===== config.mk =====
export PLATFORM = sky130hd
export DESIGN_NAME = alu_op_sequencer
export DESIGN_NICKNAME = d
export VERILOG_FILES = /design/src/rtl/alu_op_sequencer.sv
export SDC_FILE = /design/constraint.sdc
export NUM_CORES = 1
export LEC_CHECK = 0
export CORE_MARGIN = 2
export CORE_UTILIZATION = 45
export CTS_CLUSTER_DIAMETER = 80
export DETAILED_ROUTE_END_ITERATION = 7
export PLACE_DENSITY = 0.84
export SYNTH_ARGS = -nofsm -noshare
export SYNTH_HDL_FRONTEND = slang
export SYNTH_SLANG_ARGS = --single-unit

===== constraint.sdc =====
create_clock -name clk -period 2 [get_ports clk]
set_clock_uncertainty 0.05 [all_clocks]
set_input_delay 0.6 -clock clk [delete_from_list [all_inputs] [get_ports clk]]
set_output_delay 0.6 -clock clk [all_outputs]
set_load 0.005 [all_outputs]

===== src/rtl/alu_op_sequencer.sv =====
// Byte-stream front-end for the 4-bit ALU: loads operands, then an opcode, drives the ALU
// with stable registered inputs, captures its result and returns it over valid/ready.
module alu_op_sequencer #(
    parameter int TIMEOUT = 16,
    parameter int CNT_W   = 8
) (
    input  logic             clk,
    input  logic             rst,
    input  logic [7:0]       din,
    input  logic             din_valid,
    output logic             din_ready,
    output logic [3:0]       alu_a,
    output logic [3:0]       alu_b,
    output logic [1:0]       alu_sel,
    input  logic [7:0]       alu_result,
    output logic [7:0]       res_data,
    output logic             res_zero,
    output logic             res_valid,
    input  logic             res_ready,
    output logic [CNT_W-1:0] op_count,
    output logic             timeout_err,
    output logic [2:0]       dbg_state
);

    typedef enum logic [2:0] {
        S_IDLE    = 3'd0,
        S_WAIT_OP = 3'd1,
        S_EXEC    = 3'd2,
        S_CAPTURE = 3'd3,
        S_HOLD    = 3'd4
    } state_t;

    localparam int TMR_W = $clog2(TIMEOUT);

    state_t             state;
    logic [TMR_W-1:0]   timer;
    logic               din_xfer;
    logic               res_xfer;

    // Handshakes: a transfer happens on a rising edge where valid and ready are both high;
    // a producer holds its data while ready is low, and ready/valid alone have no effect.
    assign din_ready = ~rst & ((state == S_IDLE) | (state == S_WAIT_OP));
    assign din_xfer  = din_valid & din_ready;
    assign res_xfer  = res_valid & res_ready;
    assign dbg_state = state;

    always_ff @(posedge clk) begin
        if (rst) begin
            state       <= S_IDLE;
            timer       <= '0;
            alu_a       <= '0;
            alu_b       <= '0;
            alu_sel     <= '0;
            res_data    <= '0;
            res_zero    <= 1'b1;
            res_valid   <= 1'b0;
            op_count    <= '0;
            timeout_err <= 1'b0;
        end else begin
            timeout_err <= 1'b0;
            case (state)
                S_IDLE: begin
                    if (din_xfer) begin
                        alu_a <= din[3:0];
                        alu_b <= din[7:4];
                        timer <= '0;
                        state <= S_WAIT_OP;
                    end
                end
                S_WAIT_OP: begin
                    // An opcode arriving on the final allowed cycle still beats the abort.
                    if (din_xfer) begin
                        alu_sel <= din[1:0];
                        state   <= S_EXEC;
                    end else if (timer == TMR_W'(TIMEOUT - 1)) begin
                        timeout_err <= 1'b1;
                        state       <= S_IDLE;
                    end else begin
                        timer <= timer + TMR_W'(1);
                    end
                end
                S_EXEC: begin
                    state <= S_CAPTURE;
                end
                S_CAPTURE: begin
                    res_data  <= alu_result;
                    res_zero  <= (alu_result == 8'd0);
                    res_valid <= 1'b1;
                    state     <= S_HOLD;
                end
                S_HOLD: begin
                    if (res_xfer) begin
                        res_valid <= 1'b0;
                        op_count  <= op_count + CNT_W'(1);
                        state     <= S_IDLE;
                    end
                end
                default: begin
                    state <= S_IDLE;
                end
            endcase
        end
    end

endmodule

==> Yosys cells after proc, flatten, opt, wreduce, memory -nomap -nowiden <==
Index checks and enable logic that the tools add are counted.
{ "op_classes": {"div_mod_pow": 0, "n_reduce_logical": 11, "add_sub_neg": 2, "shift": 0, "mul": 0, "n_eq_ne": 10, "muxes": 12, "n_bitwise": 6, "magnitude_cmp": 0} }
{ "op_table": {"columns": ["op", "count"], "rows": [
  ["3-bit one-hot mux with 5 select lines", 1],
  ["3-bit two-way mux", 4],
  ["4-bit two-way mux", 3],
  ["8-bit by 1-bit adder with 8-bit output, second input constant", 1],
  ["8-bit logical NOT", 1],
  ["2-bit != test, second input constant", 4],
  ["4-bit one-hot mux with 2 select lines", 1],
  ["2-bit AND reduction", 4],
  ["3-bit by 2-bit == test with 1-bit output, second input constant", 2],
  ["4-bit by 1-bit adder with 4-bit output, second input constant", 1],
  ["4-bit == test, second input constant", 1],
  ["4-bit AND reduction", 1],
  ["2-bit nonzero test", 2],
  ["1-bit bitwise AND", 3],
  ["3-bit by 1-bit == test with 1-bit output, second input constant", 1],
  ["3-bit == test, second input constant", 1],
  ["3-bit logical NOT", 1],
  ["3-bit by 2-bit != test with 1-bit output, second input constant", 1],
  ["3-bit AND reduction", 1],
  ["3-bit OR reduction", 1],
  ["1-bit two-way mux", 2],
  ["1-bit NOT", 2],
  ["1-bit one-hot mux with 2 select lines", 1],
  ["1-bit bitwise OR", 1]
]} }
{ "totals": {"romBits": 0, "ramBits": 0, "latchBits": 0, "word_cells": 51, "input_bits": 20, "register_bits": 36, "memories": 0, "output_inout_bits": 33} }

==> Logic depth before layout (Yosys ltp) <==
Gate-level depths: netlist of run 1.
{ "depth": {"ltp_word": 6, "mapped_depth": 5} }

==> Least setup slack after synthesis of run 1 <==
OpenSTA, ideal clock, no wires.
{ "synth_path": {"path_kind": "input to output", "from": "input port rst", "to": "output port din_ready", "required_ns": 1.350, "slack_ns": 0.118, "arrival_ns": 1.232, "path_stages": 3, "cell_sequence": "clkbuf_1 > clkbuf_1 > nor3_1"} }
{ "synth_between": {"elab_chain_len": 2} }
{ "synth_lines": {"columns": ["element", "line_no", "rtl"], "rows": [
  ["start: declaration", "8", "input logic rst,"],
  ["1-bit NOT", "42", "assign din_ready = ~rst & ((state == S_IDLE) | (state == S_WAIT_OP));"],
  ["1-bit bitwise AND", "42", null],
  ["end: declaration", "11", "output logic din_ready,"]
]} }
Every way passes these cells.

==> Final worst setup path of run 1 <==
{ "layout_path": {"from": "register op_count[3]", "to": "output port op_count[3]"} }
{ "layout_rtl": {"columns": ["element", "line_no", "rtl"], "rows": [
  ["start: declaration", "20", "output logic [CNT_W-1:0] op_count,"],
  ["start signal: assignment", "94", "op_count <= op_count + CNT_W'(1);"]
]} }
No word-level cell between the ends.

==> impl_metrics.ini, run 1 <==
[status]
outcome = completed

[floorplan]
die_width_um = 64.49
core-area_um2 = 3416
fp.dieH_um = 64.49
die_area_um2 = 4159
io_pins = 53
initial_utilization_pct = 48.21
row_count = 21

[global_routing]
grt_start_max_net_pins = 21
grt.total_usage_pct = 19.73
globalRouteOverflowTotal = 0
grt_antenna_before_repair = 0
grt_pass1_vias = 1509
grt_first_pass_wirelength_um = 6499

[worst_setup_path]
sum_of_buffers_and_inverters_on_the_critical_path = 1
timing.critical_path.cells = clkdlybuf4s50_1
critical-path-max-stage-delay_ns = 0.53
worst_path_max_delay_cell = sky130_fd_sc_hd__clkdlybuf4s50_1
critPathKind = reg -> out
cp_data_arrival_time_ns = 1.29
critical_path.endpoint_type = output pin
start_kind = register
crit_path_max_fanout = 6
required_ns = 1.35
cp_top_family = buffers and inverters

[placement]
place.detailed.hpwl_um = 2909
port_buffers = 52
placed_cells_incl_taps = 291
place.gp.congestion = 0.8114

[layout]
final_nets = 274
syn2layout_area_growth_pct = 40.12
layout.cells.most_common = sky130_fd_sc_hd__clkdlybuf4s50_1
layout.cells.most_common_list = sky130_fd_sc_hd__clkdlybuf4s50_1 (51), sky130_fd_sc_hd__dfxtp_1 (32), sky130_fd_sc_hd__nand3_1 (23), sky130_fd_sc_hd__a21oi_1 (23), sky130_fd_sc_hd__nand2_1 (21)
final-instance-count-excl-fill = 299
post_route_cells_drive_above_1_share_pct = 13.44
fillCellCount = 308
insertedDiodeCount = 0

[sta]
timing.final.crit_period_ns = 1.938
clock.fmax_mhz = 516.1
number_of_setup_violations_in_the_final_report = 0
finalHoldViolCount = 0
slew_headroom_pct = 51.43
holdWs_ns = 0.4141
setup_repair_after_global_routing_missed_its_margin = false
maxSlewViolCount = 0
tightestPinTransition_ns = 0.7259
fin_crit_sh_pct = 96.88

[synth]
syn-instance-count = 197
yosysSeqAreaShare_pct = 43.77
seq_cells_post_synth = 36
syn_area_per_cell_um2 = 8.358
netlist-cell-type-count = 34
yosysWarnings = 0
postSynthNetCount = 219
post_synth_instance_area_um2 = 1647

[clock_network]
postCtsSetupRepairBufs = 0
cts_made_buffers = 5
cts-root-to-sink-buffers = 2
clock-sinks = 36
cts_tree = yes
cts_htree_levels = 2
ctsRootBufferMaster = sky130_fd_sc_hd__clkbuf_4
clk_transition_reported_paths_ns = 0.11
worst_skew_pair.late_latency_ns = 0.33

[power_and_ir_drop]
ir_worst_vdd_mv = 0.5239
power.total_mw = 1.383
power_leakage_nw = 0.7957
cellPowerDensity_nw_per_um2 = 599.5

[hold_path]
timing.hold.worst.class = reg -> reg

[routing]
dr_total_vias = 1659
drt_pass1_iterations = 4
vias_per_cell = 5.548
drt_drc_violations_left = 0
post_drt_wl_per_cell_um = 13.30
drtAntennaViolNets = 0
first_iter_violations = 99
drt_wl_total_um = 3978

[flow_run]
cap_violations = 0
==> sequential cells by signal, indices dropped and copies added (netlist names) <==
signal and cells:
timeout_err 1, res_zero 1, alu_sel 2, dbg_state 3
timer 4, alu_b 4, res_data 8, op_count 8
alu_a 4, res_valid 1
==> worst paths after layout <==
kind,startpoint,end,slack (ns),cells past startpoint
setup / recovery,op_count[3],op_count[3],0.06,1
hold / removal,res_data[0],res_data[0],0.41,2
setup reg to reg,dbg_state[1],op_count[5],0.28,4
hold reg to reg,res_data[0],res_data[0],0.41,2
==> tightest hold or removal path, delay by kind of cell (launching register included) <==
kind             cells  cell delay [ns]
AND/OR/NAND/NOR      1             0.05
AO/OA/AOI/OAI        1             0.05
flip-flops           1             0.32
==> per-stage QoR <==
stage               instance area (um2)  utilization [%]  setup slack, ns  setup TNS [ns]
floorplan                          1647                -           0.1185               0
CTS                                2302            67.40          0.02244               0
global placement                   2240            65.57          -0.3237          -4.239
detailed placement                 2240            65.57          -0.3408          -4.592
finish                             2307            67.55          0.06240               0
global route                       2307            67.55        0.0003498               0
==> metal layers <==
| metal | vias to the layer above | routed length, um | part of all wire, % | global-route usage (%) |
|---|---|---|---|---|
| li1 | 826 | - | - | - |
| met1 | 772 | 1725 | 43 | 22.52 |
| met2 | 52 | 1927 | 48 | 33.98 |
| met3 | 9 | 259 | 6.5 | 6.076 |
| met4 | 0 | 65 | 1.6 | 8.511 |
| met5 | - | 0 | 0 | 0 |
==> synth_stat cells <==
master                      instances  area (um2)
sky130_fd_sc_hd__o21ai_0           13       65.06
sky130_fd_sc_hd__inv_1              1       3.750
sky130_fd_sc_hd__nand2_1           21       78.83
sky130_fd_sc_hd__o31ai_1            2       15.01
sky130_fd_sc_hd__mux2_2             4       45.04
sky130_fd_sc_hd__or4_1              3       22.52
sky130_fd_sc_hd__or3_1              1       6.260
sky130_fd_sc_hd__a211oi_1           1       7.510
sky130_fd_sc_hd__nand3b_1           4       30.03
sky130_fd_sc_hd__dfxtp_1           36       720.7
sky130_fd_sc_hd__a31oi_1            1       6.260
sky130_fd_sc_hd__a2111oi_0          1       8.760
sky130_fd_sc_hd__or2_2              1       6.260
sky130_fd_sc_hd__or4b_4             1       13.76
sky130_fd_sc_hd__and3b_1            1       8.760
sky130_fd_sc_hd__and3_1             2       12.51
sky130_fd_sc_hd__o2111ai_1          1       8.760
sky130_fd_sc_hd__nor4_1             8       50.05
sky130_fd_sc_hd__ha_1               2       25.02
sky130_fd_sc_hd__or2_1              1       6.260
sky130_fd_sc_hd__clkbuf_1          14       52.55
sky130_fd_sc_hd__nor2b_1            6       37.54
sky130_fd_sc_hd__nor4b_1            1       8.760
sky130_fd_sc_hd__nor3b_2            1       12.51
sky130_fd_sc_hd__buf_6              2       22.52
sky130_fd_sc_hd__mux2i_1            4       40.04
sky130_fd_sc_hd__nor3_1             4       20.02
sky130_fd_sc_hd__a21oi_1           23       115.1
sky130_fd_sc_hd__or3b_2             2       17.52
sky130_fd_sc_hd__or4b_2             1       10.01
sky130_fd_sc_hd__nand4_1            2       12.51
sky130_fd_sc_hd__nor2_1             6       22.52
sky130_fd_sc_hd__nand2b_1           3       18.77
sky130_fd_sc_hd__nand3_1           23       115.1
==> repair_timing <==
action                     CTS  global route
setup endpoints to repair    3             4
pin swaps                    0             1
gates resized for setup      7             3
hold buffers                 0             0
==> area by class of cell <==
| cell class | count | area, um2 | share of cell area, % |
|---|---|---|---|
| multi-input combinational | 144 | 847.1 | 36.71 |
| sequential | 36 | 730.7 | 31.67 |
| timing repair buffer | 64 | 605.6 | 26.25 |
| tap | 46 | 57.56 | 2.495 |
| clock buffer | 7 | 55.05 | 2.386 |
| clock inverter | 1 | 7.507 | 0.3254 |
| inverter | 1 | 3.754 | 0.1627 |
==> power by group <==
group,switching (mW),internal (mW)
sequential,0.0204,0.736
combinational,0.106,0.116
clock,0.233,0.172
total,0.359,1.02
==> cell families after synthesis <==
kind of cell	synth area share, %
mux	5.167
buf+inv	4.787
compound gates	13.75
flops	43.77
fa+ha+maj	1.520
simple gates	31.00
Note: power is estimated with default switching activity, not from simulation.
==> inputs of run 2 (changes only) <==
clock period = 2.1 ns   (was 2 ns; I/O delays follow)
==> impl_metrics.ini, run 2 (same netlist as run 1, synthesis figures left out) <==
[global_routing]
globalRouteOverflowTotal = 0
grt_first_pass_wirelength_um = 6265
grt_antenna_before_repair = 0
grt.total_usage_pct = 19.31
grt_pass1_vias = 1421
grt_start_max_net_pins = 21

[layout]
insertedDiodeCount = 0
fillCellCount = 295
final-instance-count-excl-fill = 297
final_nets = 273
layout.cells.most_common = sky130_fd_sc_hd__clkdlybuf4s50_1
post_route_cells_drive_above_1_share_pct = 11.95
biggestRegsByFlops = op_count x8, res_data x8
layout.cells.most_common_list = sky130_fd_sc_hd__clkdlybuf4s50_1 (51), sky130_fd_sc_hd__dfxtp_1 (34), sky130_fd_sc_hd__nand3_1 (23), sky130_fd_sc_hd__a21oi_1 (23), sky130_fd_sc_hd__nand2_1 (21)
finish.utilization_pct = 66.63
syn2layout_area_growth_pct = 38.22

[routing]
first_iter_violations = 90
drtAntennaViolNets = 0
drt_wl_total_um = 3969
vias_per_cell = 5.515
dr_total_vias = 1638
drt_drc_violations_left = 0
post_drt_wl_per_cell_um = 13.36
drt_pass1_iterations = 4

[clock_network]
ctsRootBufferMaster = sky130_fd_sc_hd__clkbuf_4
worst_skew_pair.late_latency_ns = 0.35
cts_tree = yes
clock-sinks = 36
postCtsSetupRepairBufs = 0
cts-root-to-sink-buffers = 2
cts_hold_buffers_added = 0
cts_htree_levels = 2
clk_transition_reported_paths_ns = 0.10
cts_made_buffers = 5

[sta]
setup_ws_ns = 0.06842
maxSlewViolCount = 0
finalHoldViolCount = 0
fin_crit_sh_pct = 96.74
tightestPinTransition_ns = 0.7514
timing.final.crit_period_ns = 2.032
clock.fmax_mhz = 492.2
number_of_setup_violations_in_the_final_report = 0
setup_repair_after_global_routing_missed_its_margin = false
slew_headroom_pct = 49.72

[worst_setup_path]
crit_path_max_fanout = 14
critical_path.endpoint_type = output pin
critPathKind = reg -> out
cp_data_arrival_time_ns = 1.35
critical-path-max-stage-delay_ns = 0.54
required_ns = 1.42
worst_path_max_delay_cell = sky130_fd_sc_hd__clkdlybuf4s50_1
timing.critical_path.cells = clkdlybuf4s50_1
start_kind = register
cp_top_family = buffers and inverters
sum_of_buffers_and_inverters_on_the_critical_path = 1

[floorplan]
io_pins = 53
core-area_um2 = 3416
die_width_um = 64.49
row_count = 21
die_area_um2 = 4159
fp.dieH_um = 64.49
initial_utilization_pct = 48.21

[flow_run]
cap_violations = 0

[hold_path]
timing.hold.worst.class = reg -> reg

[power_and_ir_drop]
power.total_mw = 1.282
ir_worst_vdd_mv = 0.4600
power_leakage_nw = 0.7865
cellPowerDensity_nw_per_um2 = 563.3

[placement]
port_buffers = 52
pre_cts_ws_ns = -0.2908
placed_cells_incl_taps = 290
place.gp.congestion = 0.8160
place.detailed.hpwl_um = 2843

[status]
outcome = completed
## run 2: routing by layer
metal  track usage, %  up-vias  part of all wire (%)
li1                 -      824                     -
met1            22.93      767                    45
met2            32.03       43                    47
met3            7.465        4                   6.7
met4            6.383        0                   1.0
met5                0        -                     0
## run 2: metrics by stage
step	TNS [ns]	hold WS [ns]	cell area, um2
after CTS	0	0.4140	2280
final	0	0.4131	2276
after global routing	0	0.4407	2276
after global placement	-2.644	0.3918	2232
after detailed placement	-3.218	0.4008	2232
after floorplan	0	0.4027	1647
## run 2: layout make-up
| cell class | instances | area (um2) | share of cell area, % |
|---|---|---|---|
| clock buffer | 6 | 41.29 | 1.814 |
| clock inverter | 1 | 5.005 | 0.2199 |
| inverter | 1 | 3.754 | 0.1649 |
| multi-input combinational | 144 | 847.1 | 37.22 |
| sequential | 36 | 723.2 | 31.78 |
| tap | 46 | 57.56 | 2.529 |
| timing repair buffer | 63 | 598.1 | 26.28 |
## run 2: final timing paths
| kind | endpoint | cells after the start | startpoint | slack, ns |
|---|---|---|---|---|
| setup reg to reg | timer[1] | 4 | dbg_state[2] | 0.34 |
| hold reg to reg | res_data[5] | 2 | res_data[5] | 0.41 |
| setup / recovery | dbg_state[0] | 1 | dbg_state[0] | 0.07 |
| hold / removal | res_data[5] | 2 | res_data[5] | 0.41 |
## run 2: what timing repair did
item	CTS	global route
gates cloned	0	0
setup endpoints to repair	2	2
resized for setup	3	2
## run 2: power by group
group	internal [mW]	switching, mW
logic	0.111	0.103
clock network	0.123	0.226
registers	0.701	0.0183
